**src/rtl/sbqm_param.sv**
```systemverilog
// Parametrised bank queue manager: counts arrivals/departures and estimates wait time.
// Optional sensor debouncing is enabled by defining SBQM_DEBOUNCE_EN.
module sbqm_param #(
    parameter int DEPTH           = 7,
    parameter int TELLER_W        = 2,
    parameter int SERVICE_TIME    = 3,
    parameter int WT_W            = 8,
    parameter int DEBOUNCE_CYCLES = 4,
    localparam int CNT_W          = $clog2(DEPTH + 1)
) (
    input  logic                clk,
    input  logic                reset,
    input  logic                a,
    input  logic                b,
    input  logic [TELLER_W-1:0] tCount,
    input  logic                clrErr,
    output logic [CNT_W-1:0]    pCount,
    output logic [WT_W-1:0]     wTime,
    output logic                wValid,
    output logic                emptyFlag,
    output logic                fullFlag,
    output logic                ovfFlag,
    output logic                udfFlag
);

    localparam int NUM_W = CNT_W + 1;
    localparam int REM_W = NUM_W + 1;
    localparam int BIT_W = $clog2(NUM_W);
    localparam int PW    = NUM_W + 32;
    localparam logic [PW-1:0] WT_MAX = (PW'(1) << WT_W) - PW'(1);

    typedef enum logic [1:0] {S_IDLE, S_LOAD, S_DIV, S_DONE} state_t;

    function automatic logic [WT_W-1:0] sat_mul(input logic [NUM_W-1:0] q);
        logic [PW-1:0] prod;
        prod = {32'd0, q} * PW'(SERVICE_TIME);
        if (prod > WT_MAX) return '1;
        return prod[WT_W-1:0];
    endfunction

    // Sensor path; index 0 is the back sensor (a), index 1 the front sensor (b).
    // History resets high so a sensor already high at reset release is not an edge.
    logic [1:0] sens, s1_q, s2_q, lvl, prev_q, evt;
    assign sens = {b, a};

    always_ff @(posedge clk or negedge reset) begin
        if (!reset) begin
            s1_q   <= 2'b11;
            s2_q   <= 2'b11;
            prev_q <= 2'b11;
        end else begin
            s1_q   <= sens;
            s2_q   <= s1_q;
            prev_q <= lvl;
        end
    end

`ifdef SBQM_DEBOUNCE_EN
    localparam int DB_W = $clog2(DEBOUNCE_CYCLES + 1);
    logic [1:0]      db_q;
    logic [DB_W-1:0] dbc_q [2];

    always_ff @(posedge clk or negedge reset) begin
        if (!reset) begin
            db_q <= 2'b11;
            for (int i = 0; i < 2; i++) dbc_q[i] <= '0;
        end else begin
            for (int i = 0; i < 2; i++) begin
                if (s2_q[i] == db_q[i]) begin
                    dbc_q[i] <= '0;
                end else if (dbc_q[i] == DB_W'(DEBOUNCE_CYCLES - 1)) begin
                    db_q[i]  <= s2_q[i];
                    dbc_q[i] <= '0;
                end else begin
                    dbc_q[i] <= dbc_q[i] + DB_W'(1);
                end
            end
        end
    end
    assign lvl = db_q;
`else
    assign lvl = s2_q;
`endif

    assign evt = lvl & ~prev_q;

    // Occupancy counter and status flags
    logic [CNT_W-1:0] cnt_q, cnt_d;
    logic             empty_q, full_q, ovf_q, udf_q;
    logic             ovf_set, udf_set;
    logic             is_empty, is_full;

    assign is_empty = (cnt_q == '0);
    assign is_full  = (cnt_q == CNT_W'(DEPTH));

    always_comb begin
        cnt_d   = cnt_q;
        ovf_set = 1'b0;
        udf_set = 1'b0;
        unique case (evt)
            2'b01: if (is_full) ovf_set = 1'b1; else cnt_d = cnt_q + CNT_W'(1);
            2'b10: if (is_empty) udf_set = 1'b1; else cnt_d = cnt_q - CNT_W'(1);
            2'b11: if (is_empty) cnt_d = CNT_W'(1);
            default: ;
        endcase
    end

    always_ff @(posedge clk or negedge reset) begin
        if (!reset) begin
            cnt_q   <= '0;
            empty_q <= 1'b1;
            full_q  <= 1'b0;
            ovf_q   <= 1'b0;
            udf_q   <= 1'b0;
        end else begin
            cnt_q   <= cnt_d;
            empty_q <= (cnt_d == '0);
            full_q  <= (cnt_d == CNT_W'(DEPTH));
            ovf_q   <= ovf_set | (ovf_q & ~clrErr);
            udf_q   <= udf_set | (udf_q & ~clrErr);
        end
    end

    // Wait-time divider
    state_t              state_q, state_d;
    logic [TELLER_W-1:0] tc_q;
    logic [WT_W-1:0]     wtime_q, wtime_d;
    logic                wvalid_q, wvalid_d;
    logic                sat_q, sat_d;
    logic [BIT_W-1:0]    bit_q, bit_d;
    logic [REM_W-1:0]    rem_q, rem_d, rem_sh, div_ext;
    logic [NUM_W-1:0]    quo_q, quo_d, num;
    logic [TELLER_W-1:0] div_q, div_d;
    logic                chg;

    assign chg     = (cnt_d != cnt_q) || (tCount != tc_q);
    assign num     = {1'b0, cnt_q} + NUM_W'(tc_q) - NUM_W'(1);
    assign rem_sh  = {rem_q[REM_W-2:0], quo_q[NUM_W-1]};
    assign div_ext = {{(REM_W - TELLER_W){1'b0}}, div_q};

    always_comb begin
        state_d  = state_q;
        wtime_d  = wtime_q;
        wvalid_d = wvalid_q;
        sat_d    = sat_q;
        bit_d    = bit_q;
        rem_d    = rem_q;
        quo_d    = quo_q;
        div_d    = div_q;
        if (chg) begin
            // Any input change (re)starts from LOAD, including mid-computation.
            state_d  = S_LOAD;
            wvalid_d = 1'b0;
        end else begin
            unique case (state_q)
                S_LOAD: begin
                    div_d = tc_q;
                    rem_d = '0;
                    quo_d = num;
                    bit_d = '0;
                    sat_d = 1'b0;
                    if (cnt_q == '0) begin
                        quo_d   = '0;
                        state_d = S_DONE;
                    end else if (tc_q == '0) begin
                        sat_d   = 1'b1;
                        state_d = S_DONE;
                    end else begin
                        state_d = S_DIV;
                    end
                end
                S_DIV: begin
                    if (rem_sh >= div_ext) begin
                        rem_d = rem_sh - div_ext;
                        quo_d = {quo_q[NUM_W-2:0], 1'b1};
                    end else begin
                        rem_d = rem_sh;
                        quo_d = {quo_q[NUM_W-2:0], 1'b0};
                    end
                    bit_d = bit_q + BIT_W'(1);
                    if (bit_q == BIT_W'(NUM_W - 1)) state_d = S_DONE;
                end
                S_DONE: begin
                    wtime_d  = sat_q ? '1 : sat_mul(quo_q);
                    wvalid_d = 1'b1;
                    state_d  = S_IDLE;
                end
                default: ;
            endcase
        end
    end

    always_ff @(posedge clk or negedge reset) begin
        if (!reset) begin
            state_q  <= S_IDLE;
            tc_q     <= '0;
            wtime_q  <= '0;
            wvalid_q <= 1'b1;
            sat_q    <= 1'b0;
            bit_q    <= '0;
        end else begin
            state_q  <= state_d;
            tc_q     <= tCount;
            wtime_q  <= wtime_d;
            wvalid_q <= wvalid_d;
            sat_q    <= sat_d;
            bit_q    <= bit_d;
        end
    end

    always_ff @(posedge clk) begin
        rem_q <= rem_d;
        quo_q <= quo_d;
        div_q <= div_d;
    end

    assign pCount    = cnt_q;
    assign wTime     = wtime_q;
    assign wValid    = wvalid_q;
    assign emptyFlag = empty_q;
    assign fullFlag  = full_q;
    assign ovfFlag   = ovf_q;
    assign udfFlag   = udf_q;

endmodule

```
**config.mk**
```make
export PLATFORM = sky130hd
export DESIGN_NAME = sbqm_param
export DESIGN_NICKNAME = d
export VERILOG_FILES = /design/src/rtl/sbqm_param.sv
export SDC_FILE = /design/constraint.sdc
export NUM_CORES = 1
export LEC_CHECK = 0
export BUFFER_PORTS_ARGS = -buffer_cell sky130_fd_sc_hd__buf_4
export CAP_MARGIN = 0
export CORE_UTILIZATION = 45
export CTS_CLUSTER_DIAMETER = 50
export DETAILED_ROUTE_END_ITERATION = 12
export PLACE_DENSITY_LB_ADDON = 0.15
export SETUP_SLACK_MARGIN = 0.2
export SKIP_CTS_REPAIR_TIMING = 1
export SKIP_LAST_GASP = 1
export SYNTH_ARGS = -nofsm -noshare
export SYNTH_HDL_FRONTEND = slang
export SYNTH_SLANG_ARGS = --single-unit
```
**constraint.sdc**
```tcl
create_clock -name clk -period 3.5 [get_ports clk]
set_input_delay 0.7 -clock clk [delete_from_list [all_inputs] [get_ports clk]]
set_output_delay 0.7 -clock clk [all_outputs]
set_load 0.01 [all_outputs]
```
## After elaboration in Yosys (flattened, before gate mapping)

Cells that the tools add are included.

- Memories kept: 0
- Bits in latches: 0
- Memory bits (read-only): 0
- Word-level logic and storage cells: 80
- Register bits: 39
- RAM bits: 0

- $lt $le $gt $ge: 1
- Eq/ne operators: 12
- Multipliers: 1
- Muxes and demuxes: 24
- Bitwise logic cells: 8
- Shift operators: 0
- Add/sub/neg operators: 6
- Reductions and logical operators: 11
- Divide/modulo/power cells: 0

Operators with widths:

| kind | number |
|---|---|
| 4-bit one-hot mux with 2 select lines | 2 |
| 1-bit two-way mux | 11 |
| 2-bit == test, second input constant | 5 |
| 3-bit two-way mux | 3 |
| 3-bit one-hot mux with 3 select lines | 1 |
| 4-bit two-way mux | 2 |
| 8-bit two-way mux | 1 |
| 2-bit AND reduction | 4 |
| 3-bit == test, second input constant | 2 |
| 3-bit logical NOT | 2 |
| 4-bit by 2-bit multiplier with 6-bit output, second input constant | 1 |
| 2-bit one-hot mux with 3 select lines | 1 |
| 5-bit by 2-bit >= comparator with 1-bit output | 1 |
| 3-bit by 2-bit adder with 4-bit output | 1 |
| 2-bit by 1-bit == test with 1-bit output, second input constant | 2 |
| 2-bit two-way mux | 2 |
| 2-bit one-hot mux with 2 select lines | 1 |
| 2-bit nonzero test | 2 |
| 4-bit nonzero test | 1 |
| 4-bit by 1-bit subtractor with 4-bit output, second input constant | 1 |
| 4-bit by 2-bit subtractor with 4-bit output | 1 |
| 3-bit by 1-bit adder with 3-bit output, second input constant | 1 |
| 3-bit != test | 1 |
| 3-bit != test, second input constant | 1 |
| other kinds (10) | 13 |

## Logic depth before layout (Yosys ltp)

Gate-level depths: netlist (run 1).

- Depth in word-level cells: 8
- Gate-level depth with buffers: 10
- Depth with buffers taken out: 9

## Worst setup path after synthesis (run 1)

No wires, ideal clock.

- Path type: register to register
- Start: register cnt_q[0] (netlist: pCount[0])
- End: register bit_q[0]
- Arrival time: 2.869 ns
- Setup time: 0.125 ns
- Path buffers: 1
- Path slack: 0.506 ns
- Clock period less this slack: 2.994 ns
- Cell stages (with the launch flop): 11
- Cells stage by stage: dfrtp_1 inv_1 ha_1 nor2b_4 buf_6 inv_4 ha_1 mux2i_1 mux2i_1 nor4_2 mux2_2

- Longest elaborated chain between the ends: 7

Ends and longest elaborated chain:

| item | line | RTL |
|---|---|---|
| start, declared | 88 | `logic [CNT_W-1:0] cnt_q, cnt_d;` |
| start signal, assigned | 116 | `cnt_q <= cnt_d;` |
| 3-bit by 1-bit subtractor with 3-bit output, or another cell as far along | 102 | `2'b10: if (is_empty) udf_set = 1'b1; else cnt_d = cnt_q - CNT_W'(1);` |
| 3-bit two-way mux, on equally long branches | 102, 101, 103 |  |
| 3-bit one-hot mux with 3 select lines | 100 | `unique case (evt)` |
| 3-bit != test * | 136 | `assign chg = (cnt_d != cnt_q) \|\| (tCount != tc_q);` |
| 1-bit logical OR * | 136 |  |
| 1-bit NOT (no source line) * | - |  |
| 2-bit AND reduction (no source line) * | - |  |
| end signal, assigned | 207 | `bit_q <= bit_d;` |
| end, declared | 130 | `logic [BIT_W-1:0] bit_q, bit_d;` |

Mark *: on every way between the ends. The rest lies on a longest branch, timed or not.
A chain may end at the register's enable or synchronous reset.

## Worst setup path after layout (run 1)

- Start: register cnt_q[0] (netlist: pCount[0])
- End: register sat_q

- Longest elaborated chain between the ends: 7

Ends and longest elaborated chain:

| item | line | RTL |
|---|---|---|
| 3-bit by 1-bit subtractor with 3-bit output, or another cell as far along | 102 |  |
| 3-bit two-way mux, on equally long branches | 102, 101, 103 |  |
| 3-bit one-hot mux with 3 select lines | 100 |  |
| 3-bit != test | 136 |  |
| 1-bit logical OR | 136 |  |
| 1-bit NOT (no source line) | - |  |
| 2-bit AND reduction (no source line) | - |  |
| end signal, assigned | 206 | `sat_q <= sat_d;` |
| end, declared | 129 | `logic sat_q, sat_d;` |

Parallel ways exist; a longest one is shown, timed or not.

==> flow_summary.ini, run 1 <==
[status]
status = finished, final reports clean

[sta]
slew-limit-headroom_pct = 57.7
layout_setup_ws_ns = 0.483
worstMarginPinSlew_ns = 0.617
fmax_ghz = 0.332
setup_violations = 0
period_share_pct = 86.2
fin_skew_ns = 0.0113
hold_slack_ns = 0.316
maxSlewViolCount = 0
tns_ns = 0
rsz0062_at_grt = true
hold_viol_final = 0
period_needed_ns = 3.02

[layout]
drive_above_1_share_pct = 23.7
antennaDiodeCount = 0
layout_commonest_cell = inv_1
fillers = 405
final_cell_mix = inv_1, buf_4, dfrtp_1, ha_1, nand2_1
final_nets = 251
area_growth_pct = 14.0
layoutNonFillerInstCount = 276

[clock_network]
clk_pin_slew_ns = 0.08
cts_root_buf = clkbuf_8
htree_levels = 2
cts_tree = done
clkLatencyLatePin_ns = 0.29
clockBufferDepth = 2
cts_sinks = 38
cts_buffers = 5

[routing]
drc = 0
top_layer_used = met4
via_per_inst = 5.41
antenna_left = 0
met3_length_um = 110
dr_wl_met2_um = 2140
dr.pass1.iters = 6
dr_total_vias = 1494
drt-wirelength-per-cell_um = 14.9
wl_met1_um = 1800
first_iter_violations = 36
routed_wl_um = 4120

[synth]
synth_nets = 224
synth_area_um2 = 2170
synth-seq-area-share_pct = 46.7
ys_seq_elements = 38
syn_inst = 196
synth_async_sr_flop_share_pct = 73.7
synth-main-ff-cell = dfrtp_1
yosysTopAreaCell = dfrtp_1
yosys-top-cells-area = dfrtp_1, edfxtp_1, ha_1
synth_top_area_share_pct = 23.1
synth_edf_count = 10
syn_area_per_cell_um2 = 11.1
synth_cell_type_count = 47
yosys_warnings = 0

[grt]
grt_pass1_vias = 1570
grtUsageTotal_pct = 18.4
grt_overflow = 0
antenna_found_initial = 0
grt_pass1_wl_um = 7160
grt_max_degree = 29

[floorplan]
core_um2 = 4470
die_y_um = 71.4
die-area_um2 = 5090
initial_utilization_pct = 48.4
pin_count = 23
floorplan.rows = 24
die_w_um = 71.4

[place]
dpl_worst_slack_ns = 0.376
globalplace.congestion = 0.903
dp_hpwl_um = 3140
dpl.cell_count = 268
port_buffers = 22

[critical_path]
startpoint_type = flop
worst-path-stages = 9
path_cells = inv_1, ha_1, nor2b_4, inv_4, ha_1, mux2i_1, mux2i_1, nor4_1, mux2_2
cpPeakStageDelay_ns = 0.56
worst-setup-path-type = reg2reg
required_ns = 3.68
cp.arrival_ns = 3.20
cp.buffers_inverters = 2
crit_family = multiplexers
crit_path_top_delay_cell = nor4_1
crit_fanout = 8
end_kind = flop
rr_worst_depth = 9

[power_and_ir_drop]
cellPowerDensity_nw_per_um2 = 696
p_total_uw = 1720
peakVddDrop_mv = 0.358
power_leakage_uw = 0.00114

[worst_hold_path]
hold_path_class = in2async

[run]
maxCapViolCount = 0
## layout make-up
type | instances | area [µm²] | area share [%]
clock buffers | 6 | 72.6 | 2.94
clock inverters | 2 | 10.0 | 0.405
inverters | 28 | 108 | 4.36
multi-input cells | 126 | 1020 | 41.4
flip-flops and latches | 38 | 1010 | 41.0
well taps | 52 | 65.1 | 2.64
repair buffers | 24 | 180 | 7.30
## metrics by stage
step / util [%] / cell area [µm²]
4_1_cts: 55.0 / 2460
6_report: 55.2 / 2470
2_1_floorplan: - / 2170
5_1_grt: 55.2 / 2470
3_5_place_dp: 53.1 / 2380
3_3_place_gp: 53.1 / 2380
## worst register-to-register path: stages, from the launching register on
cell	delay (ns)
dfrtp_1	0.42
inv_1	0.20
ha_1	0.24
nor2b_4	0.28
inv_4	0.08
ha_1	0.27
mux2i_1	0.21
mux2i_1	0.24
nor4_1	0.56
mux2_2	0.41
## registers in the layout, indices dropped and copies added, names as in the netlist
register,cells
tc_q,2
quo_q,4
udfFlag,1
bit_q,2
s1_q,2
state_q,2
lvl,2
prev_q,2
sat_q,1
fullFlag,1
pCount,3
ovfFlag,1
div_q,2
rem_q,4
emptyFlag,1
wValid,1
wTime,7
## report_power, final
group | switching [µW] | internal, µW
clock network | 149 | 138
logic | 403 | 339
registers | 104 | 586
## cells by family (layout without fill, tap and decap cells)
| group | after synthesis | in the layout | share of synthesized area [%] |
|---|---|---|---|
| multiplexers | 12 | 12 | 5.83 |
| AO/OA/AOI/OAI | 34 | 34 | 10.9 |
| buffers and inverters | 32 | 60 | 6.53 |
| XOR/XNOR | 5 | 5 | 2.02 |
| flip-flops | 38 | 38 | 46.7 |
| adder cells (fa/ha/maj) | 21 | 21 | 13.2 |
| AND/OR/NAND/NOR | 54 | 54 | 14.8 |
## per-layer routing
layer | vias to the layer above | track usage, %
met5 | - | 0
met4 | 0 | 7.33
met3 | 8 | 4.36
met2 | 22 | 32.5
met1 | 726 | 21.7
li1 | 738 | -
## cells in the mapped netlist, drive strengths merged, types with 2 or more instances
| cell | number |
|---|---|
| nand3 | 3 |
| and3 | 2 |
| xor2 | 2 |
| dfstp | 8 |
| xnor2 | 3 |
| nand2b | 5 |
| edfxtp | 10 |
| nor4 | 3 |
| nor2b | 4 |
| mux2 | 5 |
| nand4 | 3 |
| a211oi | 4 |
| nor2 | 10 |
| buf | 3 |
| o21ai | 9 |
| or2 | 2 |
| nor3 | 4 |
| nand2 | 15 |
| o211a | 3 |
| dfrtp | 20 |
| mux2i | 7 |
| ha | 18 |
| inv | 28 |
| fa | 3 |
| a21oi | 7 |
## path summary, 6_finish.rpt
check	start	end	slack, ns
worst max-delay path	pCount[0]	sat_q	0.48
worst min-delay path	reset	ovfFlag	0.32
worst max register to register	pCount[0]	sat_q	0.48
worst min register to register	s1_q[1]	lvl[1]	0.36
max in group asynchronous	reset	wValid	2.87
min in group clk	s1_q[1]	lvl[1]	0.36
Note: power is estimated with default switching activity, not from simulation.
==> inputs of run 2 (changes only) <==
--- a/config.mk
+++ b/config.mk
@@ -5,11 +5,11 @@
 export SDC_FILE = /design/constraint.sdc
 export NUM_CORES = 1
 export LEC_CHECK = 0
-export BUFFER_PORTS_ARGS = -buffer_cell sky130_fd_sc_hd__buf_4
 export CAP_MARGIN = 0
 export CORE_UTILIZATION = 45
 export CTS_CLUSTER_DIAMETER = 50
 export DETAILED_ROUTE_END_ITERATION = 12
+export DONT_BUFFER_PORTS = 1
 export PLACE_DENSITY_LB_ADDON = 0.15
 export SETUP_SLACK_MARGIN = 0.2
 export SKIP_CTS_REPAIR_TIMING = 1
==> flow_summary.ini, run 2 (synthesis results as in run 1) <==
[status]
status = finished, final reports clean

[critical_path]
startpoint_type = flop
crit_path_top_delay_cell = nor4_1
path_cells = inv_1, ha_1, nor2b_4, inv_4, ha_1, mux2i_1, mux2i_1, buf_4, nor4_1, mux2_2
required_ns = 3.68
worstSetupStartpoint = pCount[0]
r2r_start = pCount[0]
cp.arrival_ns = 3.25
r2r_slack_ns = 0.44
worst-setup-path-type = reg2reg
cpPeakStageDelay_ns = 0.60
crit_fanout = 8
end_kind = flop

[floorplan]
pin_count = 23
floorplan.rows = 24
initial_utilization_pct = 48.4
core_um2 = 4470
die_w_um = 71.4
die_y_um = 71.4
die-area_um2 = 5090

[sta]
period_share_pct = 87.6
setup_violations = 0
fmax_ghz = 0.326
worstMarginPinSlew_ns = 0.710
maxSlewViolCount = 0
period_needed_ns = 3.06
fin_skew_ns = 0.00995
hold_viol_final = 0
rsz0062_at_grt = false
slew-limit-headroom_pct = 52.3
tns_ns = 0

[routing]
dr.pass1.iters = 4
routed_wl_um = 4180
antenna_left = 0
drt-wirelength-per-cell_um = 16.3
via_per_inst = 5.57
drc = 0
first_iter_violations = 65
dr_total_vias = 1426

[run]
maxCapViolCount = 0

[clock_network]
cts_buffers = 5
cts_sinks = 38
htree_levels = 2
clkLatencyLatePin_ns = 0.29
clockBufferDepth = 2
clk_pin_slew_ns = 0.08
cts_root_buf = clkbuf_8
cts_tree = done

[grt]
grt_pass1_vias = 1557
grt_pass1_wl_um = 7270
grt_overflow = 0
antenna_found_initial = 0
grt_max_degree = 29
grtUsageTotal_pct = 18.7

[power_and_ir_drop]
cellPowerDensity_nw_per_um2 = 710
peakVddDrop_mv = 0.363
power_leakage_uw = 0.00104

[place]
globalplace.congestion = 0.848
dpl_cell_area_um2 = 2230
port_buffers = 0
dp_hpwl_um = 3190

[layout]
area_growth_pct = 7.63
largest_reg_flops = 7
layout_commonest_cell = inv_1
fillers = 396
utilization_pct = 52.1
fin_area_um2 = 2330
antennaDiodeCount = 0
drive_above_1_share_pct = 16.7
final_cell_mix = inv_1, dfrtp_1, ha_1, nand2_1
final_nets = 231

[worst_hold_path]
hold_path_class = in2async
==> run 2: per-layer routing <==
| layer | vias up | share of wire [%] | GRT usage (%) |
|---|---|---|---|
| met1 | 693 | 46 | 23.6 |
| met3 | 13 | 3.8 | 4.78 |
| met5 | - | 0 | 0 |
| met4 | 0 | 3.5 | 10.7 |
| met2 | 28 | 47 | 29.3 |
| li1 | 692 | - | - |
==> run 2: worst paths after layout <==
path	endpoint	depth (start not counted)
max in group asynchronous	prev_q[1]	0
max reg2reg	sat_q	10
min in group clk	lvl[1]	0
min reg2reg	lvl[1]	0
max	sat_q	10
min	wTime[4]	0
==> run 2: final cells by class <==
type / count / area, µm² / area share [%]
clock inverter: 2 / 12.5 / 0.537
inverter: 28 / 108 / 4.62
clock buffer: 6 / 82.6 / 3.54
sequential: 38 / 1010 / 43.4
tap: 52 / 65.1 / 2.79
multi-input combinational: 126 / 1020 / 43.9
timing repair buffer: 4 / 30.0 / 1.29
==> run 2: power by group <==
| part | internal, µW | switching, µW | leakage, µW |
|---|---|---|---|
| logic | 269 | 350 | 0.000576 |
| clock network | 158 | 158 | 0.0000472 |
| registers | 587 | 134 | 0.000416 |
==> run 2: per-stage QoR <==
step	cells	total power (µW)	setup slack, ns	hold slack, ns
after floorplan	196	1180	0.506	0.345
after global placement	248	1330	0.355	0.346
after detailed placement	248	1340	0.255	0.347
after CTS	256	1660	0.236	0.0833
after global routing	256	1790	0.230	0.0736
final	256	1660	0.436	0.0932
==> run 2: worst max-delay path, delay by kind of cell (launching register included) <==
kind                       cells  cell delay (ns)
adders and majority gates      2             0.47
buffers and inverters          3             0.36
DFF                            1             0.45
muxes                          3             0.79
and+or+nand+nor                2             0.88
